### src/rtl/sdram_pkg.sv
// Shared types and defaults for the SDRAM write-burst gather path.
package sdram_pkg;

  localparam int SDRAM_DATA_W    = 16;
  localparam int SDRAM_ADDR_W    = 22;
  localparam int SDRAM_BURST_LEN = 8;

  typedef enum logic [1:0] {
    FILL   = 2'd0,
    ISSUE  = 2'd1,
    STREAM = 2'd2
  } state_t;

  // Burst-length field must represent BURST_LEN itself, hence the extra bit.
  localparam int SDRAM_LEN_W = $clog2(SDRAM_BURST_LEN) + 1;
  typedef logic [SDRAM_LEN_W-1:0] burst_len_t;

  function automatic int len_width(input int burst_len);
    return $clog2(burst_len) + 1;
  endfunction

endpackage

### src/rtl/sdram_burst_buf.sv
// BURST_LEN x DATA_W register file holding one gathered burst; contents are not reset.
module sdram_burst_buf #(
  parameter int DEPTH  = 8,
  parameter int DATA_W = 16,
  parameter int IW     = 3
) (
  input  logic              clk,
  input  logic              we,
  input  logic [IW-1:0]     wr_idx,
  input  logic [DATA_W-1:0] wr_data,
  input  logic [IW-1:0]     rd_idx,
  output logic [DATA_W-1:0] rd_data
);

  logic [DATA_W-1:0] mem [DEPTH];

  always_ff @(posedge clk) begin
    if (we) mem[wr_idx] <= wr_data;
  end

  assign rd_data = mem[rd_idx];

endmodule

### src/rtl/sdram_wr_burst_gather.sv
// Gathers FIFO write words into one SDRAM write burst, requests it, then streams it.
// Optional partial-burst flush on idle: define SDRAM_WR_FLUSH_TIMEOUT_EN.
module sdram_wr_burst_gather
  import sdram_pkg::*;
#(
  parameter int DATA_W    = SDRAM_DATA_W,
  parameter int BURST_LEN = SDRAM_BURST_LEN,
  parameter int ADDR_W    = SDRAM_ADDR_W,
  parameter int TIMEOUT   = 16
) (
  input  logic                       clk,
  input  logic                       rst,
  input  logic                       fifo_empty,
  input  logic [DATA_W-1:0]          fifo_data,
  output logic                       fifo_pull,
  input  logic                       cfg_load,
  input  logic [ADDR_W-1:0]          base_addr,
  output logic                       burst_valid,
  input  logic                       burst_ready,
  output logic [ADDR_W-1:0]          burst_addr,
  output logic [$clog2(BURST_LEN):0] burst_len,
  output logic [DATA_W-1:0]          wr_data,
  output logic                       wr_data_valid,
  output logic                       busy
);

  localparam int LW = $clog2(BURST_LEN) + 1;
  localparam int IW = (BURST_LEN > 1) ? $clog2(BURST_LEN) : 1;
  localparam logic [LW-1:0] FULL_CNT = LW'(BURST_LEN);
  localparam logic [LW-1:0] LAST_CNT = LW'(BURST_LEN - 1);

  localparam logic [1:0] ST_FILL   = 2'(FILL);
  localparam logic [1:0] ST_ISSUE  = 2'(ISSUE);
  localparam logic [1:0] ST_STREAM = 2'(STREAM);

  logic [1:0]        state_reg;
  logic [LW-1:0]     pull_cnt_reg;
  logic [LW-1:0]     cap_cnt_reg;
  logic [LW-1:0]     rd_idx_reg;
  logic              pull_d_reg;
  logic [ADDR_W-1:0] addr_reg;
  logic [DATA_W-1:0] wr_data_reg;
  logic              wr_valid_reg;

  logic [DATA_W-1:0] buf_rd_data;
  logic [IW-1:0]     buf_rd_idx;
  logic              in_fill;
  logic              cfg_ok;
  logic              stream_last;
  logic              fill_done;
  logic              flush;

  assign in_fill     = (state_reg == ST_FILL);
  // Gated by rst so the pop request is low while reset is held.
  assign fifo_pull   = rst && in_fill && !fifo_empty && (pull_cnt_reg < FULL_CNT);
  assign cfg_ok      = in_fill && (pull_cnt_reg == '0);
  assign fill_done   = in_fill && pull_d_reg && (cap_cnt_reg == LAST_CNT);
  assign stream_last = (state_reg == ST_STREAM) && (rd_idx_reg == cap_cnt_reg);
  // Word 0 is fetched at the handshake edge; later words follow rd_idx_reg.
  assign buf_rd_idx  = (state_reg == ST_ISSUE) ? '0 : rd_idx_reg[IW-1:0];

  assign burst_valid   = (state_reg == ST_ISSUE);
  assign burst_addr    = addr_reg;
  assign burst_len     = cap_cnt_reg;
  assign wr_data       = wr_data_reg;
  assign wr_data_valid = wr_valid_reg;
  assign busy          = !in_fill || (pull_cnt_reg != '0);

  sdram_burst_buf #(
    .DEPTH  (BURST_LEN),
    .DATA_W (DATA_W),
    .IW     (IW)
  ) u_buf (
    .clk     (clk),
    .we      (pull_d_reg),
    .wr_idx  (cap_cnt_reg[IW-1:0]),
    .wr_data (fifo_data),
    .rd_idx  (buf_rd_idx),
    .rd_data (buf_rd_data)
  );

`ifdef SDRAM_WR_FLUSH_TIMEOUT_EN
  localparam int TW = $clog2(TIMEOUT + 1);
  localparam logic [TW-1:0] IDLE_LAST = TW'(TIMEOUT - 1);

  logic [TW-1:0] idle_cnt_reg;
  logic          idle_run;

  // With pull_d low and the FIFO empty no pop is in flight, so pull_cnt equals cap_cnt.
  assign idle_run = in_fill && (cap_cnt_reg != '0) && !pull_d_reg && fifo_empty;
  assign flush    = idle_run && (idle_cnt_reg == IDLE_LAST);

  always_ff @(posedge clk or negedge rst) begin
    if (!rst) begin
      idle_cnt_reg <= '0;
    end else if (idle_run && !flush) begin
      idle_cnt_reg <= idle_cnt_reg + TW'(1);
    end else begin
      idle_cnt_reg <= '0;
    end
  end
`else
  localparam int UNUSED_TIMEOUT = TIMEOUT;
  assign flush = 1'b0;
`endif

  always_ff @(posedge clk or negedge rst) begin
    if (!rst) begin
      state_reg    <= ST_FILL;
      pull_cnt_reg <= '0;
      cap_cnt_reg  <= '0;
      rd_idx_reg   <= '0;
      pull_d_reg   <= 1'b0;
      addr_reg     <= '0;
      wr_data_reg  <= '0;
      wr_valid_reg <= 1'b0;
    end else begin
      pull_d_reg <= fifo_pull;
      if (fifo_pull)          pull_cnt_reg <= pull_cnt_reg + LW'(1);
      if (pull_d_reg)         cap_cnt_reg  <= cap_cnt_reg + LW'(1);
      if (cfg_load && cfg_ok) addr_reg     <= base_addr;

      case (state_reg)
        ST_FILL: begin
          if (fill_done || flush) state_reg <= ST_ISSUE;
        end
        ST_ISSUE: begin
          if (burst_ready) begin
            state_reg    <= ST_STREAM;
            wr_data_reg  <= buf_rd_data;
            wr_valid_reg <= 1'b1;
            rd_idx_reg   <= LW'(1);
          end
        end
        ST_STREAM: begin
          if (stream_last) begin
            state_reg    <= ST_FILL;
            wr_valid_reg <= 1'b0;
            addr_reg     <= addr_reg + ADDR_W'(cap_cnt_reg);
            pull_cnt_reg <= '0;
            cap_cnt_reg  <= '0;
            rd_idx_reg   <= '0;
          end else begin
            wr_data_reg <= buf_rd_data;
            rd_idx_reg  <= rd_idx_reg + LW'(1);
          end
        end
        default: state_reg <= ST_FILL;
      endcase
    end
  end

endmodule
### config.mk
export PLATFORM = sky130hd
export DESIGN_NAME = sdram_wr_burst_gather
export DESIGN_NICKNAME = d
export VERILOG_FILES = /design/src/rtl/sdram_pkg.sv /design/src/rtl/sdram_burst_buf.sv /design/src/rtl/sdram_wr_burst_gather.sv
export SDC_FILE = /design/constraint.sdc
export NUM_CORES = 1
export LEC_CHECK = 0
export ABC_AREA = 0
export BUFFER_PORTS_ARGS = -buffer_cell sky130_fd_sc_hd__buf_2
export CELL_PAD_IN_SITES_DETAIL_PLACEMENT = 0
export CELL_PAD_IN_SITES_GLOBAL_PLACEMENT = 2
export CORE_ASPECT_RATIO = 1.2
export CORE_UTILIZATION = 40
export CTS_CLUSTER_SIZE = 25
export DETAILED_ROUTE_END_ITERATION = 10
export PLACE_DENSITY = 0.8
export SETUP_SLACK_MARGIN = 0.15
export SLEW_MARGIN = 30
export SYNTH_ARGS = -nofsm -noshare
export SYNTH_HDL_FRONTEND = slang
export SYNTH_SLANG_ARGS = --single-unit
### constraint.sdc
create_clock -name clk -period 5.8 [get_ports clk]
set_input_delay 1.16 -clock clk [delete_from_list [all_inputs] [get_ports clk]]
set_output_delay 1.16 -clock clk [all_outputs]
set_load 0.05 [all_outputs]
==> key figures <==
Run status
  • Status: finished, final reports clean

STA
  • Final Hold Vio Count: 0
  • # setup viols final: 0
  • Worst-Margin Slew: 0.9595 ns
  • Clock Skew: 0.01065 ns
  • Tcrit/Tclk final: 61.72%
  • Minimum clock period: 3.580 ns
  • Unrepaired setup endpoints after global routing: false
  • Slew HR: 36.02%
  • Final setup TNS: 0 ns
  • Max-slew violation count: 0
  • Peak Freq: 279.3 MHz

Floorplan
  • I/O Pins: 89
  • Initial Util: 40.86%
  • Die Wd: 128.9 µm
  • Cell Rows: 55
  • Die span in y: 154.3 µm
  • Area of the core: 18920 µm²
  • Area of the die: 19890 µm²

Global routing
  • Largest net degree at the start of global routing: 55
  • GR Overflow Total: 0
  • Antenna violations before repair: 0
  • Total Routing Usage GR: 19.04%
  • Vias in the first global route: 5057
  • First-pass GRT wire length: 27900 µm

Power and ir drop
  • Combinational fraction of design power: 41.0%
  • Total power: 5.078 mW
  • Internal: 2.897 mW
  • Peak supply drop: 0.2472 mV
  • Net switching power: 2.181 mW
  • Flop pwr share: 36.9%
  • Power Dens Cells: 558.8 nW/µm²
  • Switching Share: 42.95%
  • Leakage: 3.375 nW
  • Clock network fraction of total power: 22.1%

Logic synthesis
  • Distinct cell type count after synthesis: 60
  • #FFs+latches synth: 182
  • Main combinational cell family by area after synthesis: compound AO/OA/AOI/OAI gates
  • Post-synth ARST share: 29.67%
  • Post-Syn Area: 7732 µm²
  • Syn nets: 597
  • Synth Area in Compound Gates: 10.37%
  • Post-synthesis xor/xnor area fraction: 1.877%
  • Synth Area in Simple Gates: 9.968%
  • Post-Synthesis Cells: 545
  • Avg Cell Area, Syn: 14.19 µm²
  • Synth warnings: 0
  • Post-synth top flop: edfxtp_1
  • Synth Area in Adders: 1.553%
  • EDFF count, synth: 128
  • Post-synthesis mux area share: 7.120%
  • Register area share after synthesis: 67.18%

Setup path
  • Critical Path RT: 4.64 ns
  • Worst Setup End Kind: output pin
  • Crit path max fanout: 5
  • Worst path arrival time: 2.42 ns
  • Crit path kind: input pin to output pin
  • Startpoint Class: input pin

Layout
  • Area growth, synth to finish: 17.52%
  • Final Util: 48.02%
  • Largest register FFs: 128
  • Layout cells sized above 1: 25.81%
  • Ant diodes: 0
  • Final nets: 686

Routing
  • Via count: 5040
  • Total wire length: 18130 µm
  • DRC: 0
  • Antenna Nets Post-Route: 0
  • Post-DR vias/cell: 5.581
  • Routed wire length per instance: 20.07 µm
  • Initial DRC count: 299
  • Total iterations of the first detailed-routing run: 4

CTS
  • Root Driver: clkbuf_16
  • Hold-fix buffers, CTS: 0
  • Postcts setup bufs: 0
  • CTS buffer count: 17
  • Clk sink count: 182
  • Resized Gates After CTS: 0
  • Htree depth: 4
  • Clock-pin slew on the worst setup and hold paths: 0.07 ns
  • CTS tree: done
  • Max clock buf depth: 2
  • Worst-skew pair later-pin latency: 0.43 ns

Hold path
  • Worst hold path type: flip-flop to flip-flop

Placed design
  • DPL Wire Length: 11110 µm
  • Gpl congestion: 0.8110
  • Port buffer count: 88

Job
  • Max cap viols: 0
## cell usage after synthesis (all sizes together), types with 8 or more instances
library cell	instances	area (µm²)
edfxtp	128	3844
dfrtp	54	1351
nand2	54	202.7
nor2	53	201.5
a21oi	28	143.9
buf	19	96.34
mux2i	19	190.2
a221oi	17	148.9
mux4	16	360.4
o31ai	16	120.1
nor3	11	76.33
nand3	10	50.05
clkbuf	9	33.78
ha	8	100.1
o21ai	8	43.79
## critical path: stages
cell and delay [ns]:
buf_2 0.11, nor4b_1 0.39, nor2b_1 0.40, buf_2 0.35
## cells by family (layout without fill, tap and decap cells)
kind of cell,after synthesis,count (layout)
flip-flops,182,182
AND/OR/NAND/NOR,160,160
AO/OA/AOI/OAI,112,112
multiplexers,35,35
buffers and inverters,33,135
XOR/XNOR,14,14
adder cells (fa/ha/maj),9,9
## placed cells by master (no fill, tap or decap), types with 3 or more instances in the layout
master and n:
and3_1 7, nand2b_1 5, and4_1 3, o22ai_1 3, a21oi_1 27, nand3_1 10, xor2_1 7, inv_8 4
a211o_1 3, mux2i_1 19, buf_4 7, a311oi_1 5, o311ai_1 3, o31ai_1 16, nor2_1 47, xnor2_1 4
nand4_1 5, o21ai_0 4, nor2b_1 3, xnor2_2 3, dfrtp_1 53, a221oi_1 17, o21ai_1 3, mux4_2 16
nor3_4 3, inv_1 4, buf_2 88, nor2_4 5, ha_1 8, clkbuf_16 17, a31oi_1 4, nand2_1 54
edfxtp_1 128, a211oi_1 7, nor3_1 6, clkinvlp_4 4, a21o_1 4
## metrics by stage
stage,hold slack [ns],instances,worst slack [ns],instance area (µm²)
2_1_floorplan,0.4895,545,2.215,7732
3_3_place_gp,0.4561,868,2.222,8452
3_5_place_dp,0.4641,869,2.199,8488
4_1_cts,0.4821,901,2.199,9061
5_1_grt,0.4959,903,2.032,9087
6_report,0.4795,903,2.220,9087
## power groups by stage
stage	Sequential (mW)	Clock [mW]	Combinational, mW
6_report	1.87	1.12	2.08
4_1_cts	1.87	1.15	2.10
3_5_place_dp	1.90	0	2.09
3_3_place_gp	1.89	0	2.04
2_1_floorplan	2.32	0	1.10
5_1_grt	1.91	1.20	2.26
## worst paths after layout
path | start | end | slack, ns | cells after the start
min | wr_data[3] | wr_data[3] | 0.48 | 2
min reg2reg | wr_data[3] | wr_data[3] | 0.48 | 2
max | fifo_empty | fifo_pull | 2.22 | 4
max in group asynchronous | rst | rd_idx_reg[1] | 4.30 | 2
max reg2reg | state_reg[1] | burst_addr[19] | 3.20 | 4
min in group asynchronous | rst | burst_addr[5] | 0.96 | 2
## area by class of cell
class	count	area [µm²]
multi-input cells	330	2449
clock inverters	13	140.1
repair buffers	98	530.5
flip-flops and latches	182	5196
clock buffers	19	432.9
inverters	5	18.77
fillers	1662	9837
well taps	256	320.3
## per-layer routing
layer	wire, µm	vias to the layer above	global-route usage [%]
li1	-	2287	-
met5	0	-	0
met2	9485	163	33.38
met3	914	24	3.805
met1	7414	2566	23.10
met4	313	0	6.891
No activity file was read; power rests on OpenSTA's default activity.
